`src/rtl/chdr_mgmt_hop_router.sv`:
```
`default_nettype none
// ============================================================================
//  Module   : chdr_mgmt_hop_router
//  Brief    : Steers whole CHDR management packets to the return port, one of
//             NUM_PORTS forward hop ports, or a drop sink (zero latency).
//  Revision : 1.0
// ============================================================================
module chdr_mgmt_hop_router #(
    parameter int CHDR_W    = 64,
    parameter int NUM_PORTS = 4
) (
    input  logic                        clk,
    input  logic                        rst,
    input  logic [CHDR_W-1:0]           s_axis_chdr_tdata,
    input  logic [9:0]                  s_axis_chdr_tdest,
    input  logic                        s_axis_chdr_tid,
    input  logic                        s_axis_chdr_tlast,
    input  logic                        s_axis_chdr_tvalid,
    output logic                        s_axis_chdr_tready,
    output logic [CHDR_W-1:0]           m_axis_ret_tdata,
    output logic                        m_axis_ret_tlast,
    output logic                        m_axis_ret_tvalid,
    input  logic                        m_axis_ret_tready,
    output logic [NUM_PORTS*CHDR_W-1:0] m_axis_fwd_tdata,
    output logic [NUM_PORTS-1:0]        m_axis_fwd_tlast,
    output logic [NUM_PORTS-1:0]        m_axis_fwd_tvalid,
    input  logic [NUM_PORTS-1:0]        m_axis_fwd_tready,
    output logic                        drop_stb,
    output logic [31:0]                 drop_count
);

    typedef enum logic [1:0] {
        ST_HEAD = 2'd0,
        ST_RET  = 2'd1,
        ST_FWD  = 2'd2,
        ST_DROP = 2'd3
    } state_t;

    typedef enum logic [1:0] {
        RT_RET  = 2'd0,
        RT_FWD  = 2'd1,
        RT_DROP = 2'd2
    } route_t;

    localparam logic [10:0] c_num_ports = 11'(NUM_PORTS);

    state_t      r_state;
    state_t      w_state_next;
    logic [9:0]  r_sel_port;
    logic [9:0]  w_sel_next;
    route_t      w_route;
    logic [9:0]  w_port;
    logic        w_fwd_ready;
    logic        w_ready;
    logic        w_accept;
    logic        w_drop_done;
    logic        r_drop_stb;
    logic [31:0] r_drop_count;

    always_comb begin
        w_route      = RT_DROP;
        w_port       = r_sel_port;
        w_fwd_ready  = 1'b0;
        w_ready      = 1'b1;
        w_accept     = 1'b0;
        w_drop_done  = 1'b0;
        w_state_next = r_state;
        w_sel_next   = r_sel_port;

        // Header beats are routed from their own sideband; later beats reuse the latch
        case (r_state)
            ST_HEAD: begin
                if (s_axis_chdr_tid) begin
                    w_route = RT_RET;
                end else if ({1'b0, s_axis_chdr_tdest} < c_num_ports) begin
                    w_route = RT_FWD;
                    w_port  = s_axis_chdr_tdest;
                end
            end
            ST_RET:  w_route = RT_RET;
            ST_FWD:  w_route = RT_FWD;
            default: w_route = RT_DROP;
        endcase

        for (int i = 0; i < NUM_PORTS; i++) begin
            if (w_port == 10'(i)) begin
                w_fwd_ready = m_axis_fwd_tready[i];
            end
        end

        case (w_route)
            RT_RET:  w_ready = m_axis_ret_tready;
            RT_FWD:  w_ready = w_fwd_ready;
            default: w_ready = 1'b1;
        endcase

        w_accept    = s_axis_chdr_tvalid & w_ready;
        w_drop_done = w_accept & s_axis_chdr_tlast & (w_route == RT_DROP);

        if (w_accept) begin
            if (r_state == ST_HEAD) begin
                if (!s_axis_chdr_tlast) begin
                    case (w_route)
                        RT_RET: w_state_next = ST_RET;
                        RT_FWD: begin
                            w_state_next = ST_FWD;
                            w_sel_next   = s_axis_chdr_tdest;
                        end
                        default: w_state_next = ST_DROP;
                    endcase
                end
            end else if (s_axis_chdr_tlast) begin
                w_state_next = ST_HEAD;
            end
        end
    end

    always_ff @(posedge clk) begin
        if (rst) begin
            r_state      <= ST_HEAD;
            r_sel_port   <= 10'd0;
            r_drop_stb   <= 1'b0;
            r_drop_count <= 32'd0;
        end else begin
            r_state    <= w_state_next;
            r_sel_port <= w_sel_next;
            r_drop_stb <= w_drop_done;
            if (w_drop_done && (r_drop_count != 32'hFFFF_FFFF)) begin
                r_drop_count <= r_drop_count + 32'd1;
            end
        end
    end

    assign s_axis_chdr_tready = w_ready;
    assign m_axis_ret_tdata   = s_axis_chdr_tdata;
    assign m_axis_ret_tlast   = s_axis_chdr_tlast;
    assign m_axis_ret_tvalid  = s_axis_chdr_tvalid & (w_route == RT_RET);
    assign drop_stb           = r_drop_stb;
    assign drop_count         = r_drop_count;

    generate
        for (genvar gi = 0; gi < NUM_PORTS; gi++) begin : g_fwd
            assign m_axis_fwd_tdata[gi*CHDR_W +: CHDR_W] = s_axis_chdr_tdata;
            assign m_axis_fwd_tlast[gi]  = s_axis_chdr_tlast;
            assign m_axis_fwd_tvalid[gi] = s_axis_chdr_tvalid & (w_route == RT_FWD) &
                                           (w_port == 10'(gi));
        end
    endgenerate

endmodule
`default_nettype wire

```
`config.mk`:
```
export PLATFORM = sky130hd
export DESIGN_NAME = chdr_mgmt_hop_router
export DESIGN_NICKNAME = d
export VERILOG_FILES = /design/src/rtl/chdr_mgmt_hop_router.sv
export SDC_FILE = /design/constraint.sdc
export NUM_CORES = 1
export LEC_CHECK = 0
export CAP_MARGIN = 30
export CORE_AREA = 2 2 173 175
export CTS_CLUSTER_SIZE = 8
export DETAILED_ROUTE_END_ITERATION = 7
export DIE_AREA = 0 0 175 177
export PLACE_DENSITY = 0.56
export SETUP_SLACK_MARGIN = 0.5
export SLEW_MARGIN = 20
export SYNTH_ARGS = -nofsm -noshare
export SYNTH_HDL_FRONTEND = slang
export SYNTH_SLANG_ARGS = --single-unit
```
`constraint.sdc`:
```
create_clock -name clk -period 4.65 [get_ports clk]
set_input_delay 0.465 -clock clk [delete_from_list [all_inputs] [get_ports clk]]
set_output_delay 0.465 -clock clk [all_outputs]
set_load 0.01 [all_outputs]
```
==> out/results.env, run 1 <==
INITIAL_STANDARD_CELL_UTILIZATION_OF_THE_CORE=0.165
CRITPATHLAUNCHTYPE='input pin'
TNS_NS=0
AVGROUTEDWIREPERCELL_UM=14.8
HOLD_END='drop_count[30]$_SDFFE_PP0P_'
TRITONCTS='done'
FMAXACHIEVABLE_MHz=298
GRT_UTIL_ALL_LAYERS=0.0663
FLOORPLAN.DIE.HEIGHT_UM=177
GRT_ANTENNA_BEFORE_REPAIR=0
SYNTH-WARNING-COUNT=0
ASYNC_FLOP_SHARE=0
VDD_DROP_MAX_uV=106
MET1_TRACK_UTILIZATION_FROM_GLOBAL_ROUTING=0.0663
CP-END-KIND='primary output'
POST_SYNTH_INST_COUNT=616
MAXCAPVIOLCOUNT=0
LEADING_CELL_TYPE_IN_THE_LAYOUT_FILL_AND_TAPS_EXCLUDED='clkdlybuf4s50_1'
MIN_DELAY_WORST_TYPE='register to register'
ROUTED-VIA-COUNT=2528
CTS_REPAIR_RESIZED_INSTS=0
RUN_STATUS='complete, no violations'
DRT_ITER0_DRC=115
WORST_EP_ARRIVAL_TIME_NS=2.89
FIRST_GLOBAL_VIAS=2437
FINALWEIGHTEDCONGESTION=0.742
GLOBALROUTE.TOTALOVERFLOW=0
CTS-HOLD-FIX-BUFFERS=0
PLACE_HPWL_UM=8840
TIMING.CRITICAL_PATH.FROM='s_axis_chdr_tdest[8]'
DRCVIOLATIONCOUNT=0
PATH_DELAY_FAMILY='buffers and inverters'
IO_BUFFERS=63
GR-USAGE-MET3=0.0473
GLOBAL_ROUTE.PEAK_USAGE_LAYER='met2'
SYNTHESIS.AREA_UM2=4820
SYNTH_LARGEST_AREA_CELL='buf_4'
NETSWITCHINGPOWER_mW=0.234
LEAKAGE_nW=1.10
POWER.TOTAL_mW=0.939
FINAL-MAX-SLEW-VIOLATION-COUNT=0
FINALNETCOUNT=438
DETAIL_ROUTE_ANTENNA_NETS=0
CRIT_PATH_TOP_DELAY_CELL='nor4_2'
CLKPWRFRAC=0.448
R2R_START='drop_count[0]$_SDFFE_PP0P_'
MAX_BUFFERS_ROOT_TO_SINK=2
PLACED_CELLS_INCL_TAPS=734
TIMING.MAX_SLEW.REL_SLACK=0.462
FINAL.MIN_CLOCK_PERIOD_NS=3.36
WORST_R2R_PATH_DEPTH=7
SYNTH_ENABLE_FLOP_CELLS=0
SYN_AREA_PER_CELL_UM2=7.82
DOMINANT_CELLS_BY_AREA_AFTER_SYNTHESIS='buf_4 (51%), dfxtp_1 (19%), xnor2_1 (4.7%)'
WORST_HOLD_PATH.NUM_CELLS=2
CP_CELL_SEQUENCE='clkdlybuf4s50_1 > nor4_2 > and3_4 > mux2_4 > o21bai_1 > inv_1 > clkdlybuf4s50_1'
PWR_DENSITY_CELL_nW_PER_UM2=257
DRIVE_ABOVE_1_SHARE=0.0538
STD_CELL_ROWS=63
SW_FRAC_OF_TOTAL=0.250
SYNTH-SEQ-AREA-SHARE=0.187
GRT_START_MAX_NET_PINS=22
TIMING.RR.END='drop_count[20]$_SDFFE_PP0P_'
FINALNONFILLERCELLS=743
SYNTHESIS.NETS=702
CRITICAL_PATH.MAX_STAGE_DELAY_NS=0.51
GRT_FIRST_PASS_WIRELENGTH_UM=15700
POST_CTS_BUFFERS=0
DIODES=0
DRT_PASS1_ITERATIONS=4
CTSHTREEMAXLEVEL=2
SYNTH_SEQ_CELLS=45
CLOCK_LATENCY_REPORTED_FOR_THE_LATE_SIDE_OF_THE_WORST_SKEW_PAIR_NS=0.29
FINAL_CYCLE_SHARE=0.722
CLOCK_SKEW_NS=0.00850
FP.COREAREA_UM2=29200
SEQPWRFRAC=0.421
GLOBAL_ROUTE.USAGE.MET2=0.100
TIMING_HOLD_VIOLATIONS_FINAL=0
SETUP_REPAIR_AFTER_GLOBAL_ROUTING_MISSED_ITS_MARGIN='false'
COMBINATIONALPOWERSHARE=0.131
MOSTFREQUENTLAYOUTCELLS='clkdlybuf4s50_1 (63), nor2_1 (52), dfxtp_1 (45)'
NETLIST.AREA_LEADER.SHARE=0.506
NUM-FILL-CELLS=3328
DOMINANTREGCELLSYNTH='dfxtp_1'
DIE_FOOTPRINT_UM2=31000
CTS_MADE_BUFFERS=5
CRITPATHKIND='input pin to primary output'
WORST_EP_REQUIRED_TIME_NS=4.18
CRIT_FANOUT=5
HOLD_START='drop_count[30]$_SDFFE_PP0P_'
CLKSLEWWORSTSETUPHOLDPATHS_NS=0.07
SETUP_VIOL_COUNT_FINAL=0
SYNTHDISTINCTLIBCELLS=43
BOUNDARYPINS=448
LAYOUT-AREA-OVERHEAD-VS-SYNTH_PCT=-24.3
CP_COMMON_CELL='clkdlybuf4s50_1'
REG2REG_SETUP_SLACK_NS=2.16
MAX_SLEW.WORST_PIN.SLEW_NS=0.803
WL_UM=11000
TIMING.CRITICAL_PATH.DEPTH=7
INTERNAL_POWER_mW=0.705
WORSTPATHBUFFERINVERTERCOUNT=3
CTSROOTBUFFERMASTER='clkbuf_16'
VIAS_PER_CELL=3.40
DIE_W_UM=175
CTS.SINKS=45
==> registers in the layout, summed over array words and instances, names as in the netlist <==
register	count
drop_count	32
r_state	2
r_sel_port	10
drop_stb	1
==> cell families after synthesis <==
| kind of cell | count (synthesis) | synth area share |
|---|---|---|
| AO/OA/AOI/OAI | 24 | 0.0291 |
| XOR/XNOR | 28 | 0.0509 |
| adder cells (fa/ha/maj) | 2 | 0.00519 |
| buffers and inverters | 345 | 0.524 |
| flip-flops | 45 | 0.187 |
| multiplexers | 13 | 0.0332 |
| AND/OR/NAND/NOR | 159 | 0.171 |
==> metal layers <==
| layer | part of all wire | vias up |
|---|---|---|
| met5 | 0.0028 | - |
| met4 | 0.052 | 2 |
| met3 | 0.16 | 73 |
| met2 | 0.45 | 248 |
| met1 | 0.34 | 1062 |
| li1 | - | 1143 |
==> area by class of cell <==
class	instances	area (um2)	area share
well taps	390	488	0.134
clock inverters	2	38.8	0.0106
clock buffers	6	129	0.0353
inverters	6	22.5	0.00617
multi-input cells	226	1390	0.382
repair buffers	68	676	0.185
flip-flops and latches	45	901	0.247
==> tightest hold or removal path: cells and delay by family (launching register included) <==
family	cells	cell delay (ns)
AO/OA/AOI/OAI	1	0.05
AND/OR/NAND/NOR	1	0.08
flip-flops	1	0.34
==> stage by stage <==
step | cell area (um2) | utilization | setup WS, ns | hold slack (ns)
2_1_floorplan | 4820 | - | 2.47 | 0.464
3_3_place_gp | 3460 | 0.118 | 1.27 | 0.486
3_5_place_dp | 3470 | 0.119 | 1.24 | 0.486
4_1_cts | 3640 | 0.124 | 1.24 | 0.504
5_1_grt | 3650 | 0.125 | 1.14 | 0.545
6_report | 3650 | 0.125 | 1.29 | 0.503
==> synthesized netlist by cell type (all sizes together) (2+ instances only) <==
cell,instances
and4,2
and2,4
nand4,8
or4b,2
a21oi,9
and3,4
nor2,52
mux4,2
clkbuf,10
nand2b,3
o21ai,7
buf,329
ha,2
nand3b,5
inv,6
nor3,24
mux2i,10
nor4,11
or3,6
xor2,2
a31oi,2
or3b,2
a21o,2
dfxtp,45
nand2,17
nand3,14
xnor2,26
==> power groups by stage <==
stage               Combinational [mW]  Sequential, mW  Clock, mW
floorplan                        0.351           0.404          0
detailed placement               0.127           0.404          0
global route                     0.136           0.396      0.445
global placement                 0.123           0.404          0
CTS                              0.127           0.395      0.435
finish                           0.123           0.395      0.420
==> worst max-delay path by stage <==
stage,end
floorplan,s_axis_chdr_tready
global placement,s_axis_chdr_tready
detailed placement,s_axis_chdr_tready
CTS,s_axis_chdr_tready
global route,s_axis_chdr_tready
finish,s_axis_chdr_tready
Power figures use the tool's default switching activity.
==> inputs of run 2 (changes only) <==
Settings changed: CORE_AREA 2 2 173 175 to 2 2 175 177, DIE_AREA 0 0 175 177 to 0 0 177 179, PLACE_DENSITY 0.56 to 0.57.
Clock period 4.65 ns to 3 ns, I/O delays scaled along.
==> run 2 against run 1 <==
Register-to-register slack got worse by 1.3 ns. Combinational power grew 84%. Flip-flop and latch count unchanged. Clock skew fell by 0.00052 ns. Total power is 53% higher. Critical endpoint unchanged. Largest cell class unchanged. Highest routed layer unchanged.
==> out/results.env, run 2 (synthesis results as in run 1) <==
RUN_STATUS='complete, no violations'
DIE_FOOTPRINT_UM2=31700
DRIVE_ABOVE_1_SHARE=0.156
MIN_DELAY_WORST_TYPE='input pin to register'
VDD_DROP_MAX_uV=220
PATH_DELAY_FAMILY='multiplexers'
SETUP_VIOL_COUNT_FINAL=0
IO_BUFFERS=63
LEAKAGE_nW=1.24
CLOCK_LATENCY_REPORTED_FOR_THE_LATE_SIDE_OF_THE_WORST_SKEW_PAIR_NS=0.29
GRT_START_MAX_NET_PINS=30
WHS_NS=0.444
GR-USAGE-MET3=0.0725
CRITICAL_PATH.MAX_STAGE_DELAY_NS=0.51
FINALWEIGHTEDCONGESTION=0.727
WORST_R2R_PATH_DEPTH=9
FINAL-MAX-SLEW-VIOLATION-COUNT=0
NUMBER_OF_FLIP_FLOPS_UNDER_THE_LARGEST_REGISTER_NAME=32
CTS-HOLD-FIX-BUFFERS=0
NUM-FILL-CELLS=3458
FINAL_CYCLE_SHARE=0.791
TIMING_HOLD_VIOLATIONS_FINAL=0
FIRST_GLOBAL_VIAS=2628
GRT_FIRST_PASS_WIRELENGTH_UM=18300
WORSTPATHBUFFERINVERTERCOUNT=3
DRT_ITER0_DRC=93
DETAILEDPLACE.WORSTSLACK_NS=0.00865
PLACE_HPWL_UM=10800
FINISH.INSTANCE_AREA_UM2=3850
DRT_PASS1_ITERATIONS=4
DRCVIOLATIONCOUNT=0
INITIAL_STANDARD_CELL_UTILIZATION_OF_THE_CORE=0.160
PLACED_CELL_AREA_UM2=3610
BOUNDARYPINS=448
MAX_SLEW.WORST_PIN.SLEW_NS=0.656
CTS_MADE_BUFFERS=5
GLOBAL_ROUTE.USAGE.MET2=0.126
CTSROOTBUFFERMASTER='clkbuf_16'
LAYOUT-AREA-OVERHEAD-VS-SYNTH_PCT=-20.1
MAXCAPVIOLCOUNT=0
FINALNETCOUNT=457
VIAS_PER_CELL=3.44
WORST_EP_REQUIRED_TIME_NS=2.70
CTSHTREEMAXLEVEL=2
FINAL.MIN_CLOCK_PERIOD_NS=2.37
LEADING_CELL_TYPE_IN_THE_LAYOUT_FILL_AND_TAPS_EXCLUDED='nor2_1'
ROUTED-VIA-COUNT=2644
HOLD_END='r_sel_port[2]$_SDFFE_PP0P_'
DIE_W_UM=177
STD_CELL_ROWS=64
LAYOUT_SETUP_WS_NS=0.628
FLOORPLAN.DIE.HEIGHT_UM=179
AVGROUTEDWIREPERCELL_UM=17.1
GRT_ANTENNA_BEFORE_REPAIR=2
CRITPATHLAUNCHTYPE='register'
HOLD_START='s_axis_chdr_tdest[2]'
CRITPATHKIND='register to primary output'
GRT_UTIL_ALL_LAYERS=0.0788
CP-END-KIND='primary output'
TNS_NS=0
GLOBALROUTE.TOTALOVERFLOW=0
REG2REG_SETUP_SLACK_NS=0.82
WL_UM=13100
MOSTFREQUENTLAYOUTCELLS='nor2_1 (51), clkdlybuf4s50_1 (46), dfxtp_1 (43)'
WORST_HOLD_PATH.NUM_CELLS=3
DETAIL_ROUTE_ANTENNA_NETS=0
MAX_BUFFERS_ROOT_TO_SINK=2
FMAXACHIEVABLE_MHz=422
CRIT_FANOUT=3
CRIT_PATH_TOP_DELAY_CELL='mux4_2'
FP.COREAREA_UM2=30000
TIMING.RR.END='r_sel_port[0]$_SDFFE_PP0P_'
GLOBAL_ROUTE.PEAK_USAGE_LAYER='met2'
CTS.SINKS=45
POWER.TOTAL_mW=1.43
PWR_DENSITY_CELL_nW_PER_UM2=373
WORST_EP_ARRIVAL_TIME_NS=2.07
MET1_TRACK_UTILIZATION_FROM_GLOBAL_ROUTING=0.0734
SETUP_REPAIR_AFTER_GLOBAL_ROUTING_MISSED_ITS_MARGIN='true'
CLOCK_SKEW_NS=0.00798
TRITONCTS='done'
R2R_START='r_state[1]$_SDFFE_PP0P_'
CP_CELL_SEQUENCE='mux4_2 > and3_4 > mux2_4 > o21bai_1 > buf_4 > inv_1 > buf_2'
CLKSLEWWORSTSETUPHOLDPATHS_NS=0.06
TIMING.MAX_SLEW.REL_SLACK=0.561
run 2: cell types whose count changed in the layout (fill, tap and decap cells not counted), sizes merged:
cell           change
diode              +1
dlymetal6s2s       +1
clkdlybuf4s50     -17
clkbuf             +1
clkdlybuf4s15      +1
bufinv             -1
buf               +23
dlygate4sd2       +11
run 2: routing by layer:
layer  vias up  share of wire
met1      1130           0.31
li1       1183              -
met3        11           0.21
met2       318           0.47
met4         2          0.011
met5         -        0.00099
run 2: layout make-up:
type,instances,area [um2],area share
Multi-Input combinational cell,226,1470,0.382
Antenna cell,1,2.50,0.000650
Inverter,6,22.5,0.00585
Timing Repair Buffer,87,793,0.206
Clock buffer,7,153,0.0397
Clock inverter,1,5.00,0.00130
Tap cell,396,495,0.129
Sequential cell,45,906,0.235
run 2: per-stage QoR:
step	cells	utilization
finish	769	0.128
global route	768	0.128
detailed placement	757	0.120
CTS	767	0.127
floorplan	616	-
global placement	757	0.120
run 2: worst max-delay path by stage:
| stage | cells past startpoint | start | endpoint | slack [ns] |
|---|---|---|---|---|
| 2_1_floorplan | 9 | r_state[1]$_SDFFE_PP0P_ | r_sel_port[0]$_SDFFE_PP0P_ | 0.96 |
| 3_3_place_gp | 8 | s_axis_chdr_tdest[8] | m_axis_fwd_tvalid[2] | -0.001 |
| 3_5_place_dp | 8 | s_axis_chdr_tdest[8] | m_axis_fwd_tvalid[2] | 0.009 |
| 4_1_cts | 8 | r_state[1]$_SDFFE_PP0P_ | m_axis_fwd_tvalid[2] | 0.46 |
| 5_1_grt | 8 | r_state[1]$_SDFFE_PP0P_ | m_axis_fwd_tvalid[3] | 0.47 |
| 6_report | 7 | r_sel_port[0]$_SDFFE_PP0P_ | s_axis_chdr_tready | 0.63 |
run 2: worst min-delay path, delay by kind of cell:
kind / cells / cell delay, ns
muxes: 1 / 0.08
and+or+nand+nor: 1 / 0.08
buffers and inverters: 1 / 0.24
run 2: timing repair:
| action | CTS | global route |
|---|---|---|
| pin swaps | 3 | 3 |
| setup endpoints to repair | 6 | 11 |
| gates resized for setup | 43 | 6 |
| setup buffers | 2 | 1 |
run 2: power breakdown:
part,internal (mW),switching (mW),leakage (nW)
Sequential,0.605,0.00737,0.364
Clock,0.353,0.241,0.0799
Combinational,0.108,0.118,0.796
